[src/rtl/mem_port_arbiter_if.sv]
// Bus bundle between the pipeline's two memory ports, the arbiter and the
// single-port memory. The arbiter side uses the slave modport; the pipeline
// and memory model side uses the master modport.
interface mem_port_arbiter_if #(
  parameter int ADDR_W = 32,
  parameter int DATA_W = 32
);
  // Instruction-fetch port
  logic              if_req;
  logic [ADDR_W-1:0] if_addr;
  logic [DATA_W-1:0] if_rdata;
  logic              if_ack;
  // Data port
  logic              d_req;
  logic              d_we;
  logic [ADDR_W-1:0] d_addr;
  logic [DATA_W-1:0] d_wdata;
  logic [DATA_W-1:0] d_rdata;
  logic              d_ack;
  // Memory side
  logic              mem_en;
  logic              mem_we;
  logic [ADDR_W-1:0] mem_addr;
  logic [DATA_W-1:0] mem_wdata;
  logic [DATA_W-1:0] mem_rdata;
  // Pipeline control
  logic              stall_if;
  logic              stall_mem;
  logic              busy;

  modport slave (
    input  if_req, if_addr, d_req, d_we, d_addr, d_wdata, mem_rdata,
    output if_rdata, if_ack, d_rdata, d_ack,
    output mem_en, mem_we, mem_addr, mem_wdata,
    output stall_if, stall_mem, busy
  );

  modport master (
    output if_req, if_addr, d_req, d_we, d_addr, d_wdata, mem_rdata,
    input  if_rdata, if_ack, d_rdata, d_ack,
    input  mem_en, mem_we, mem_addr, mem_wdata,
    input  stall_if, stall_mem, busy
  );
endinterface

[src/rtl/mem_port_arbiter.sv]
// Arbiter sharing one fixed-latency single-port memory between the IF and
// MEM pipeline stages. Data wins by default; after STARVE_MAX data grants
// taken while a fetch waits, the fetch is forced through. Each access walks
// IDLE -> ISSUE -> WAIT -> DONE and completes with a one-cycle ack.
module mem_port_arbiter #(
  parameter int ADDR_W     = 32,
  parameter int DATA_W     = 32,
  parameter int MEM_LAT    = 2,
  parameter int STARVE_MAX = 4
) (
  input  logic              clk,
  input  logic              rst,
  mem_port_arbiter_if.slave bus
);

  localparam int LAT_W = $clog2(MEM_LAT + 1);
  localparam int STV_W = $clog2(STARVE_MAX + 1);

  localparam logic [1:0] ST_IDLE  = 2'd0;
  localparam logic [1:0] ST_ISSUE = 2'd1;
  localparam logic [1:0] ST_WAIT  = 2'd2;
  localparam logic [1:0] ST_DONE  = 2'd3;

  logic [1:0]        state;
  logic              owner_d;     // 1 = data port owns the current access
  logic              we_r;        // write flag captured at grant
  logic [LAT_W-1:0]  lat_cnt;
  logic [STV_W-1:0]  starve_cnt;
  logic [ADDR_W-1:0] addr_r;
  logic [DATA_W-1:0] wdata_r;
  logic [DATA_W-1:0] if_rdata_r;
  logic [DATA_W-1:0] d_rdata_r;

  logic any_req;
  logic starve_full;
  logic grant_d;
  logic last_wait;

  // Grant decision evaluated in IDLE: data wins unless the fetch is starved
  always_comb begin
    any_req     = bus.if_req | bus.d_req;
    starve_full = (starve_cnt == STV_W'(STARVE_MAX));
    grant_d     = bus.d_req & ~(bus.if_req & starve_full);
    last_wait   = (state == ST_WAIT) && (lat_cnt == LAT_W'(1));
  end

  // Access sequencing, ownership, latency countdown and starvation tracking
  always_ff @(posedge clk) begin
    if (rst) begin
      state      <= ST_IDLE;
      owner_d    <= 1'b0;
      we_r       <= 1'b0;
      lat_cnt    <= '0;
      starve_cnt <= '0;
    end else begin
      case (state)
        ST_IDLE: begin
          if (any_req) begin
            owner_d <= grant_d;
            we_r    <= grant_d & bus.d_we;
            if (grant_d) begin
              if (bus.if_req && !starve_full)
                starve_cnt <= starve_cnt + STV_W'(1);
            end else begin
              starve_cnt <= '0;
            end
            state <= ST_ISSUE;
          end
        end
        ST_ISSUE: begin
          lat_cnt <= LAT_W'(MEM_LAT);
          state   <= ST_WAIT;
        end
        ST_WAIT: begin
          lat_cnt <= lat_cnt - LAT_W'(1);
          if (last_wait)
            state <= ST_DONE;
        end
        default: begin
          state <= ST_IDLE;
        end
      endcase
    end
  end

  // Memory address/data captured at grant and read data captured on the last WAIT edge
  always_ff @(posedge clk) begin
    if (rst) begin
      addr_r     <= '0;
      wdata_r    <= '0;
      if_rdata_r <= '0;
      d_rdata_r  <= '0;
    end else begin
      if (state == ST_IDLE && any_req) begin
        addr_r <= grant_d ? bus.d_addr : bus.if_addr;
        if (grant_d)
          wdata_r <= bus.d_wdata;
      end
      if (last_wait && !we_r) begin
        if (owner_d)
          d_rdata_r <= bus.mem_rdata;
        else
          if_rdata_r <= bus.mem_rdata;
      end
    end
  end

  assign bus.mem_en    = (state == ST_ISSUE);
  assign bus.mem_we    = (state == ST_ISSUE) & we_r;
  assign bus.mem_addr  = addr_r;
  assign bus.mem_wdata = wdata_r;
  assign bus.if_ack    = (state == ST_DONE) & ~owner_d;
  assign bus.d_ack     = (state == ST_DONE) & owner_d;
  assign bus.if_rdata  = if_rdata_r;
  assign bus.d_rdata   = d_rdata_r;
  assign bus.busy      = (state != ST_IDLE);
  assign bus.stall_if  = bus.if_req & ~bus.if_ack;
  assign bus.stall_mem = bus.d_req & ~bus.d_ack;

endmodule

[src/flat_wrapper.sv]
// flat-port wrapper written by rule: the top's interface ports become plain ports
module mem_port_arbiter_flat 
#(
  parameter int ADDR_W     = 32,
  parameter int DATA_W     = 32,
  parameter int MEM_LAT    = 2,
  parameter int STARVE_MAX = 4
)
  (clk, rst, bus_if_req, bus_if_addr, bus_d_req, bus_d_we, bus_d_addr, bus_d_wdata, bus_mem_rdata, bus_if_rdata, bus_if_ack, bus_d_rdata, bus_d_ack, bus_mem_en, bus_mem_we, bus_mem_addr, bus_mem_wdata, bus_stall_if, bus_stall_mem, bus_busy);
  mem_port_arbiter_if #(.ADDR_W(ADDR_W), .DATA_W(DATA_W)) bus_i ();
  input  logic clk;
  input  logic rst;
  input wire logic [$bits(bus_i.if_req)-1:0] bus_if_req;
  input wire logic [$bits(bus_i.if_addr)-1:0] bus_if_addr;
  input wire logic [$bits(bus_i.d_req)-1:0] bus_d_req;
  input wire logic [$bits(bus_i.d_we)-1:0] bus_d_we;
  input wire logic [$bits(bus_i.d_addr)-1:0] bus_d_addr;
  input wire logic [$bits(bus_i.d_wdata)-1:0] bus_d_wdata;
  input wire logic [$bits(bus_i.mem_rdata)-1:0] bus_mem_rdata;
  output wire logic [$bits(bus_i.if_rdata)-1:0] bus_if_rdata;
  output wire logic [$bits(bus_i.if_ack)-1:0] bus_if_ack;
  output wire logic [$bits(bus_i.d_rdata)-1:0] bus_d_rdata;
  output wire logic [$bits(bus_i.d_ack)-1:0] bus_d_ack;
  output wire logic [$bits(bus_i.mem_en)-1:0] bus_mem_en;
  output wire logic [$bits(bus_i.mem_we)-1:0] bus_mem_we;
  output wire logic [$bits(bus_i.mem_addr)-1:0] bus_mem_addr;
  output wire logic [$bits(bus_i.mem_wdata)-1:0] bus_mem_wdata;
  output wire logic [$bits(bus_i.stall_if)-1:0] bus_stall_if;
  output wire logic [$bits(bus_i.stall_mem)-1:0] bus_stall_mem;
  output wire logic [$bits(bus_i.busy)-1:0] bus_busy;
  assign bus_i.if_req = bus_if_req;
  assign bus_i.if_addr = bus_if_addr;
  assign bus_i.d_req = bus_d_req;
  assign bus_i.d_we = bus_d_we;
  assign bus_i.d_addr = bus_d_addr;
  assign bus_i.d_wdata = bus_d_wdata;
  assign bus_i.mem_rdata = bus_mem_rdata;
  assign bus_if_rdata = bus_i.if_rdata;
  assign bus_if_ack = bus_i.if_ack;
  assign bus_d_rdata = bus_i.d_rdata;
  assign bus_d_ack = bus_i.d_ack;
  assign bus_mem_en = bus_i.mem_en;
  assign bus_mem_we = bus_i.mem_we;
  assign bus_mem_addr = bus_i.mem_addr;
  assign bus_mem_wdata = bus_i.mem_wdata;
  assign bus_stall_if = bus_i.stall_if;
  assign bus_stall_mem = bus_i.stall_mem;
  assign bus_busy = bus_i.busy;
  mem_port_arbiter #(.ADDR_W(ADDR_W), .DATA_W(DATA_W), .MEM_LAT(MEM_LAT), .STARVE_MAX(STARVE_MAX)) u_core (.clk(clk), .rst(rst), .bus(bus_i));
endmodule
[config.mk]
export PLATFORM = sky130hd
export DESIGN_NAME = mem_port_arbiter_flat
export DESIGN_NICKNAME = d
export VERILOG_FILES = /design/src/rtl/mem_port_arbiter_if.sv /design/src/rtl/mem_port_arbiter.sv /design/src/flat_wrapper.sv
export SDC_FILE = /design/constraint.sdc
export NUM_CORES = 1
export LEC_CHECK = 0
export ABC_CLOCK_PERIOD_IN_PS = 1700
export CORE_UTILIZATION = 38
export CTS_BUF_LIST = sky130_fd_sc_hd__clkbuf_4 sky130_fd_sc_hd__clkbuf_8 sky130_fd_sc_hd__clkbuf_16
export CTS_CLUSTER_SIZE = 24
export DETAILED_ROUTE_END_ITERATION = 10
export PLACE_DENSITY_LB_ADDON = 0.05
export SLEW_MARGIN = 20
export SYNTH_ARGS = -nofsm -noshare
export SYNTH_HDL_FRONTEND = slang
export SYNTH_SLANG_ARGS = --single-unit
export TNS_END_PERCENT = 100
[constraint.sdc]
create_clock -name clk -period 1.7 [get_ports clk]
set_clock_uncertainty 0.1 [all_clocks]
set_input_delay 0.17 -clock clk [delete_from_list [all_inputs] [get_ports clk]]
set_output_delay 0.17 -clock clk [all_outputs]
set_load 0.01 [all_outputs]
Word level (Yosys, flattened, before mapping)
Index checks and enable logic that the tools add are counted.

Logic and storage cells: 54. Flip-flop bits (word level): 137. Output and inout port bits: 135.

Bitwise operators: 13. Reduce and logical (&&, ||, !) cells: 15. Equal/unequal tests: 8. Mux-type cells: 7. $add $sub $neg: 2.

Operators by type and width (count): 32-bit 2-to-1 mux (1); 2-bit AND reduction (5); 1-bit AND (8); 3-bit 2-to-1 mux (2); 2-bit one-hot mux with 3 select lines (1); 2-bit by 1-bit == test with 1-bit output (second input constant) (2); 2-bit == test (second input constant) (2); 1-bit logical AND (4); 2-bit 2-to-1 mux (2); 2-bit by 1-bit inequality test with 1-bit output (second input constant) (2); 1-bit NOT (4); 2-bit one-hot mux with 2 select lines (1); 2-bit nonzero test (2); 3-bit by 1-bit adder with 3-bit output (second input constant) (1); 3-bit == test (second input constant) (1); 3-bit AND reduction (1); 1-bit logical NOT (2); 2-bit logical NOT (1); 2-bit inequality test (second input constant) (1); 2-bit by 1-bit subtractor with 2-bit output (second input constant) (1); 1-bit OR (1).

Depth between registers and ports, before layout
Gate-level depths: netlist of run 1.

Depth in word-level cells: 6. Mapped depth: 7. Depth with buffers taken out: 5.

Worst setup path before layout of run 1
No wires, ideal clock.

Path type: register -> register. Start point: reg u_core.state[0]. End point: reg u_core.state[0]. Cell stages (with the launch flop): 6. Path slack: 0.084 ns. Library setup time: 0.070 ns. Data arrival time: 1.446 ns. Clock period less this slack: 1.616 ns. Cell sequence: dfxtp_1 > inv_1 > ha_1 > nor3b_1 > or4_1 > a21oi_1.

Cells in the longest elaborated chain, start to end: 4.

RTL lines: from (decl) (RTL line mem_port_arbiter.sv:24) `logic [1:0] state;`; from (signal assigned) (RTL line mem_port_arbiter.sv:50) `state <= ST_IDLE;`; from (signal assigned) (RTL line mem_port_arbiter.sv:67) `state <= ST_ISSUE;`; from (signal assigned) (RTL line mem_port_arbiter.sv:72) `state <= ST_WAIT;`; 2-bit == test (RTL line mem_port_arbiter.sv:44, mem_port_arbiter.sv:56); 1-bit logical AND (RTL line mem_port_arbiter.sv:44) `last_wait = (state == ST_WAIT) && (lat_cnt == LAT_W'(1));`; 2-bit by 1-bit inequality test with 1-bit output (no line); 2-bit AND reduction (no line).

Parallel ways exist; a longest one is shown, timed or not. A chain may end at the register's enable or synchronous reset.

Worst setup path in the final report of run 1
Same ends and word-level chain as after synthesis.

==> key figures, run 1 <==
Setup path
  • Reg-to-reg setup timing slack: 0.05 ns
  • Reg2Reg Launch Point: u_core.state[0]
  • Critical path origin: u_core.state[0]
  • R2R cell count: 5
  • Crit end category: flip-flop
  • Critical-path maximum fanout: 7
  • CP Capture Point: u_core.state[0]
  • Data required time of the worst path: 1.94 ns
  • Startpoint types: flip-flop
  • Critical setup path kind: reg -> reg
  • Reg-to-Reg End: u_core.state[0]
  • CP arrival: 1.90 ns

Timing
  • Final min period: 1.65 ns
  • Final hold viol count: 0
  • Part of the cycle the worst path needs: 97.4%
  • Post-Route Setup TNS: 0 ns
  • Max Slew Vio Count: 0
  • Worst slew pin tran: 0.423 ns
  • Rel. slew slack: 71.5%
  • F_max: 0.604 GHz
  • RSZ-0062 raised after global routing: true
  • Count of final setup violators: 0

Finish
  • # diodes: 0
  • Layout cell share with drive strength beyond 1: 15.5%
  • Post-route insts no fill: 1134
  • Filler cells: 1276
  • Synth-to-layout area growth: 62.5%
  • FF/Latch Area: 2750 um2
  • Multi-input logic area: 2830 um2
  • # nets final: 1073

Routing
  • Wire per inst: 16.7 um
  • DR DRC count: 0
  • Drt via density: 5.27
  • Initial DRC Count: 362
  • Detail Route Antenna Nets: 0
  • Via count: 5973
  • WL final: 18900 um
  • Pre-antenna DRT Iters: 4

Synthesis
  • Yosys warning count: 0
  • #FFs+latches synth: 137
  • Distinct cells, synth: 36
  • Synth Instances: 681
  • Syn Area/Cell: 8.64 um2
  • Sequential-to-total area share from yosys stat: 46.6%
  • Cell Area, Synth: 5890 um2
  • Syn Nets: 821

Power and ir drop
  • Net Sw Frac: 31.3%
  • Clock power share: 31.7%
  • Pleak: 3.35 nW
  • Net Sw Power: 3.69 mW
  • Power density over the cells: 1230 nW/um2
  • Combinational power share: 34.3%
  • Seq pwr share: 34.0%
  • Peak supply drop: 0.829 mV
  • Total power: 11.8 mW
  • Power Internal: 8.11 mW

Min path
  • Worst hold path type: in -> reg
  • WHS Path Cells: 2

Clocking
  • Maximum clock path buffer count: 2
  • CTS clock-pin slew for the worst setup and hold paths: 0.06 ns
  • CTS H-tree depth: 4
  • Clock Sinks: 137
  • CTS Root Cell: clkbuf_16
  • Post-CTS Setup Inserts: 0
  • Cts bufs inserted: 17
  • Hold bufs inserted after CTS: 0
  • CTS tree: yes
  • Clk_lat worst skew: 0.41 ns

Floorplanning
  • Die width: 126 um
  • Std cell rows: 45
  • Die area: 16000 um2
  • Initial Utilization: 38.9%
  • I/O pin count: 268
  • Core area: 15100 um2
  • Die Span Y: 126 um

Run status
  • Status: complete, no violations

Run
  • Max_cap viols: 0

Global routing
  • Pin count of the biggest net entering global routing: 61
  • Total track usage: 23.3%
  • Initial antenna violation count: 0
  • First-pass GRT wire length: 29600 um
  • Grt total ovfl: 0
  • Vias in the first global route: 6027

Placement
  • I/O Buffers: 267
  • Dpl hpwl: 12500 um
  • Cells after DPL: 1099
  • GPL Wtd Cong: 0.778
[power by group through the flow]
stage               clock network (mW)  registers [mW]  logic (mW)
floorplan                            0            4.21        1.82
global placement                     0            4.02        3.86
detailed placement                   0            4.04        3.93
CTS                               3.83            3.99        3.95
global route                      3.96            4.06        4.36
finish                            3.75            4.01        4.05
[placed cells by master, fill, tap and decap left out, types with 2 or more instances in the layout]
cell type / n
and4bb_4: 2
buf_4: 18
nor2_1: 37
nand4_1: 2
nor2b_1: 2
nand3_1: 64
buf_2: 3
ha_2: 2
inv_6: 3
clkdlybuf4s50_1: 259
nand2_1: 132
inv_2: 2
inv_1: 5
a311oi_2: 27
nor3b_1: 3
clkinvlp_4: 2
a21oi_1: 100
and2_1: 4
bufinv_16: 3
o31ai_2: 3
dfxtp_2: 2
o21ai_0: 7
nand4b_1: 2
ha_1: 3
o21ai_2: 28
o31ai_1: 29
clkinv_4: 2
clkdlybuf4s15_2: 2
ha_4: 2
clkinv_2: 5
buf_12: 15
dfxtp_1: 135
a311oi_1: 5
clkbuf_16: 19
[stage by stage]
stage,hold WS (ns),area [um2],utilization (%),setup WS (ns)
after detailed placement,0.348,8840,58.3,-0.153
after global placement,0.342,8840,58.3,-0.0807
after CTS,0.00124,9440,62.3,0.0131
after floorplan,0.206,5890,-,0.0840
after global routing,0.0192,9560,63.1,-0.0130
final,0.0201,9560,63.1,0.0450
[flip-flops by register name (all words and copies together), names as in the netlist]
| signal | flops |
|---|---|
| u_core.bus.mem_addr | 32 |
| u_core.lat_cnt | 2 |
| u_core.state | 2 |
| u_core.starve_cnt | 3 |
| u_core.bus.if_rdata | 32 |
| u_core.we_r | 1 |
| u_core.bus.mem_wdata | 32 |
| u_core.bus.d_rdata | 32 |
| u_core.owner_d | 1 |
[layer usage]
| layer | routed length [um] | track usage [%] | part of all wire, % |
|---|---|---|---|
| met3 | 1390 | 8.01 | 7.3 |
| met1 | 8170 | 26.4 | 43 |
| met4 | 293 | 8.72 | 1.5 |
| met2 | 9080 | 40.5 | 48 |
| met5 | 0 | 0 | 0 |
[worst min path at each step]
stage                                          to                     from  slack, ns
final                              u_core.owner_d                      rst       0.02
after global routing               u_core.owner_d                      rst       0.02
after CTS                          u_core.owner_d                      rst      0.001
after detailed placement   u_core.bus.d_rdata[13]   u_core.bus.d_rdata[13]       0.35
after global placement    u_core.bus.if_rdata[10]  u_core.bus.if_rdata[10]       0.34
after floorplan             u_core.bus.d_rdata[0]         bus_mem_rdata[0]       0.21
[worst max-delay path: stages (launching register included)]
cell and delay [ns]:
dfxtp_2 0.34, inv_1 0.08, ha_2 0.24, nor2b_1 0.18, or4_1 0.49, a21oi_2 0.15
[Yosys cell counts, drive strengths merged]
cell type	instances	area, um2
nor2b	3	18.8
o22ai	1	6.26
o21ai	35	280
nand4	2	12.5
ha	7	87.6
a32oi	1	8.76
nand2b	1	6.26
o31ai	32	240
buf	44	295
nor3b	3	22.5
a21oi	101	505
a22oi	1	7.51
and2	4	25.0
nand3	65	325
nand4bb	1	11.3
a311oi	32	449
and3	1	6.26
nand2	132	495
inv	7	26.3
nand4b	2	17.5
and4b	1	10.0
o21ba	1	10.0
clkbuf	25	93.8
or4	1	7.51
o21a	2	15.0
dfxtp	137	2740
nor2	37	139
and4bb	1	12.5
nand3b	1	7.51
[repair_timing]
| action | CTS | global route |
|---|---|---|
| pin swaps | 0 | 2 |
| setup endpoints to repair | 50 | 77 |
| gates cloned | 0 | 3 |
| gates resized for setup | 26 | 16 |
[kinds of logic (layout without fill, tap and decap cells)]
family          after synthesis  after routing  share of synthesized area, %
simple gates                255            256                          19.0
compound gates              206            206                          25.9
fa+ha+maj                     7              7                          1.49
flops                       137            137                          46.6
buf+inv                      76            340                          7.06
[final cells by class]
| cell class | instances | area share (%) |
|---|---|---|
| clock buffer | 17 | 4.45 |
| clock inverter | 15 | 1.82 |
| inverter | 7 | 0.275 |
| multi-input combinational | 469 | 29.6 |
| sequential | 137 | 28.7 |
| tap | 188 | 2.46 |
| timing repair buffer | 301 | 32.7 |
Note: power is estimated with default switching activity, not from simulation.
==> inputs of run 2 (changes only) <==
Settings changed: SKIP_LAST_GASP set to 1, TNS_END_PERCENT 100 to unset.
==> run 2 against run 1 <==
Critical path type is now reg -> out; wire length up 0.60%; via count grew 0.57%; flip-flop and latch count stayed put; combinational power down 1%; cell area decreased by 0.14%; count of clock-buffer cells in the layout unchanged; worst hold slack improved by 0.0038 ns.
==> key figures, run 2 (synthesis results as in run 1) <==
Setup path
  • Cells along the critical path: inv_1, ha_2, inv_1, clkdlybuf4s15_2
  • Critical setup path kind: reg -> out
  • CP Buf/Inv Count: 3 (+2)
  • Family with the most delay on the worst path: buffers and inverters
  • CP most frequent cell: inv_1
  • Critical-path maximum fanout: 6 (-1)
  • Crit path max-delay cell type: dfxtp_2
  • Startpoint types: flip-flop
  • CP arrival: 1.38 ns (-0.52 ns)
  • Critical Path Max Stage Delay: 0.34 ns (-0.15 ns)
  • Crit end category: output pin
  • Data required time of the worst path: 1.43 ns (-0.51 ns)

Clocking
  • Maximum clock path buffer count: 2 (unchanged)
  • CTS Root Cell: clkbuf_16
  • CTS tree: yes
  • Clock Sinks: 137 (unchanged)
  • Clk_lat worst skew: 0.41 ns (about the same)
  • Hold bufs inserted after CTS: 0 (unchanged)
  • CTS clock-pin slew for the worst setup and hold paths: 0.06 ns (about the same)
  • Cts bufs inserted: 17 (unchanged)
  • CTS H-tree depth: 4 (unchanged)

Placement
  • Dpl hpwl: 12500 um (unchanged)
  • Cells after DPL: 1099 (unchanged)
  • Post-DP Area: 8840 um2 (unchanged)
  • I/O Buffers: 267 (unchanged)
  • GPL Wtd Cong: 0.778 (unchanged)

Power and ir drop
  • Power density over the cells: 1230 nW/um2 (-0.18%)
  • Peak supply drop: 0.830 mV (about the same)
  • Pleak: 3.35 nW (-0.12%)
  • Total power: 11.8 mW (-0.32%)

Timing
  • F_max: 0.605 GHz (+0.12%)
  • Max Slew Vio Count: 0 (unchanged)
  • Final min period: 1.65 ns (-0.00194 ns)
  • Worst slew pin tran: 0.420 ns (-0.00358 ns)
  • Fin Hold WS: 0.0238 ns (+0.00376 ns)
  • Final hold viol count: 0 (unchanged)
  • Part of the cycle the worst path needs: 97.2% (-0.11 points)
  • Count of final setup violators: 0 (unchanged)
  • Rel. slew slack: 71.7% (+0.24 points)
  • RSZ-0062 raised after global routing: true

Global routing
  • Vias in the first global route: 6027 (unchanged)
  • First-pass GRT wire length: 29600 um (unchanged)
  • Pin count of the biggest net entering global routing: 61 (unchanged)
  • Grt total ovfl: 0 (unchanged)
  • Initial antenna violation count: 0 (unchanged)
  • Total track usage: 23.3% (unchanged)

Floorplanning
  • Initial Utilization: 38.9% (unchanged)
  • Die area: 16000 um2 (unchanged)
  • Std cell rows: 45 (unchanged)
  • I/O pin count: 268 (unchanged)
  • Core area: 15100 um2 (unchanged)
  • Die Span Y: 126 um (unchanged)
  • Die width: 126 um (unchanged)

Finish
  • Most common cell after layout, fill and taps aside: clkdlybuf4s50_1
  • # diodes: 0 (unchanged)
  • Layout cell share with drive strength beyond 1: 15.6% (+0.11 points)
  • Post-route cell area: 9550 um2 (-0.14%)
  • Most frequent cells in the layout: 259 x clkdlybuf4s50_1, 135 x dfxtp_1, 132 x nand2_1, 100 x a21oi_1, 64 x nand3_1
  • Post-route insts no fill: 1134 (unchanged)
  • Synth-to-layout area growth: 62.3%
  • # nets final: 1073 (unchanged)

Routing
  • DR DRC count: 0 (unchanged)
  • Drt via density: 5.30 (+0.57%)
  • Pre-antenna DRT Iters: 4 (unchanged)
  • Detail Route Antenna Nets: 0 (unchanged)
  • Initial DRC Count: 363 (+0.28%)
  • Via count: 6007 (+0.57%)
  • Wire per inst: 16.8 um (+0.60%)
  • WL final: 19000 um (+0.60%)

Min path
  • Worst hold path type: in -> reg

Run
  • Max_cap viols: 0 (unchanged)

Run status
  • Status: complete, no violations
run 2: through the flow:
stage	setup WS, ns	util, %	setup TNS [ns]
finish	0.0469	63.1	0
global route	-0.0228	63.1	-0.0441
CTS	-0.127	62.3	-0.127
detailed placement	-0.153	58.3	-7.88
global placement	-0.0807	58.3	-2.03
floorplan	0.0840	-	0
run 2: metal layers:
metal	track usage, %	part of all wire, %	wire length [um]
met1	26.4	43	8100
met2	40.5	48	9210
met3	8.01	7.6	1440
met4	8.72	1.5	293
met5	0	0	0
run 2: final cells by class:
class                      instances  area, um2
timing repair buffer             301       3130
fill                            1278       5600
multi-input combinational        469       2820
tap                              188        235
inverter                           7       26.3
clock inverter                    15        174
clock buffer                      17        425
sequential                       137       2750
run 2: power by group:
group / internal (mW) / switching [mW]
Combinational: 2.06 / 1.95
Clock: 2.31 / 1.44
Sequential: 3.71 / 0.301
run 2: final timing paths:
kind,start,end,slack (ns),depth (start not counted)
worst max-delay path,u_core.state[1],bus_busy,0.05,4
worst min-delay path,rst,u_core.owner_d,0.02,2
worst max register to register,u_core.state[1],u_core.state[0],0.06,5
worst min register to register,u_core.bus.d_rdata[13],u_core.bus.d_rdata[13],0.35,2
run 2: what timing repair did:
action / in CTS / in global routing
cloned: 0 / 3
setup buffers: 0 / 0
pin swaps: 0 / 2
setup endpoints to repair: 50 / 77
gates resized for setup: 23 / 16
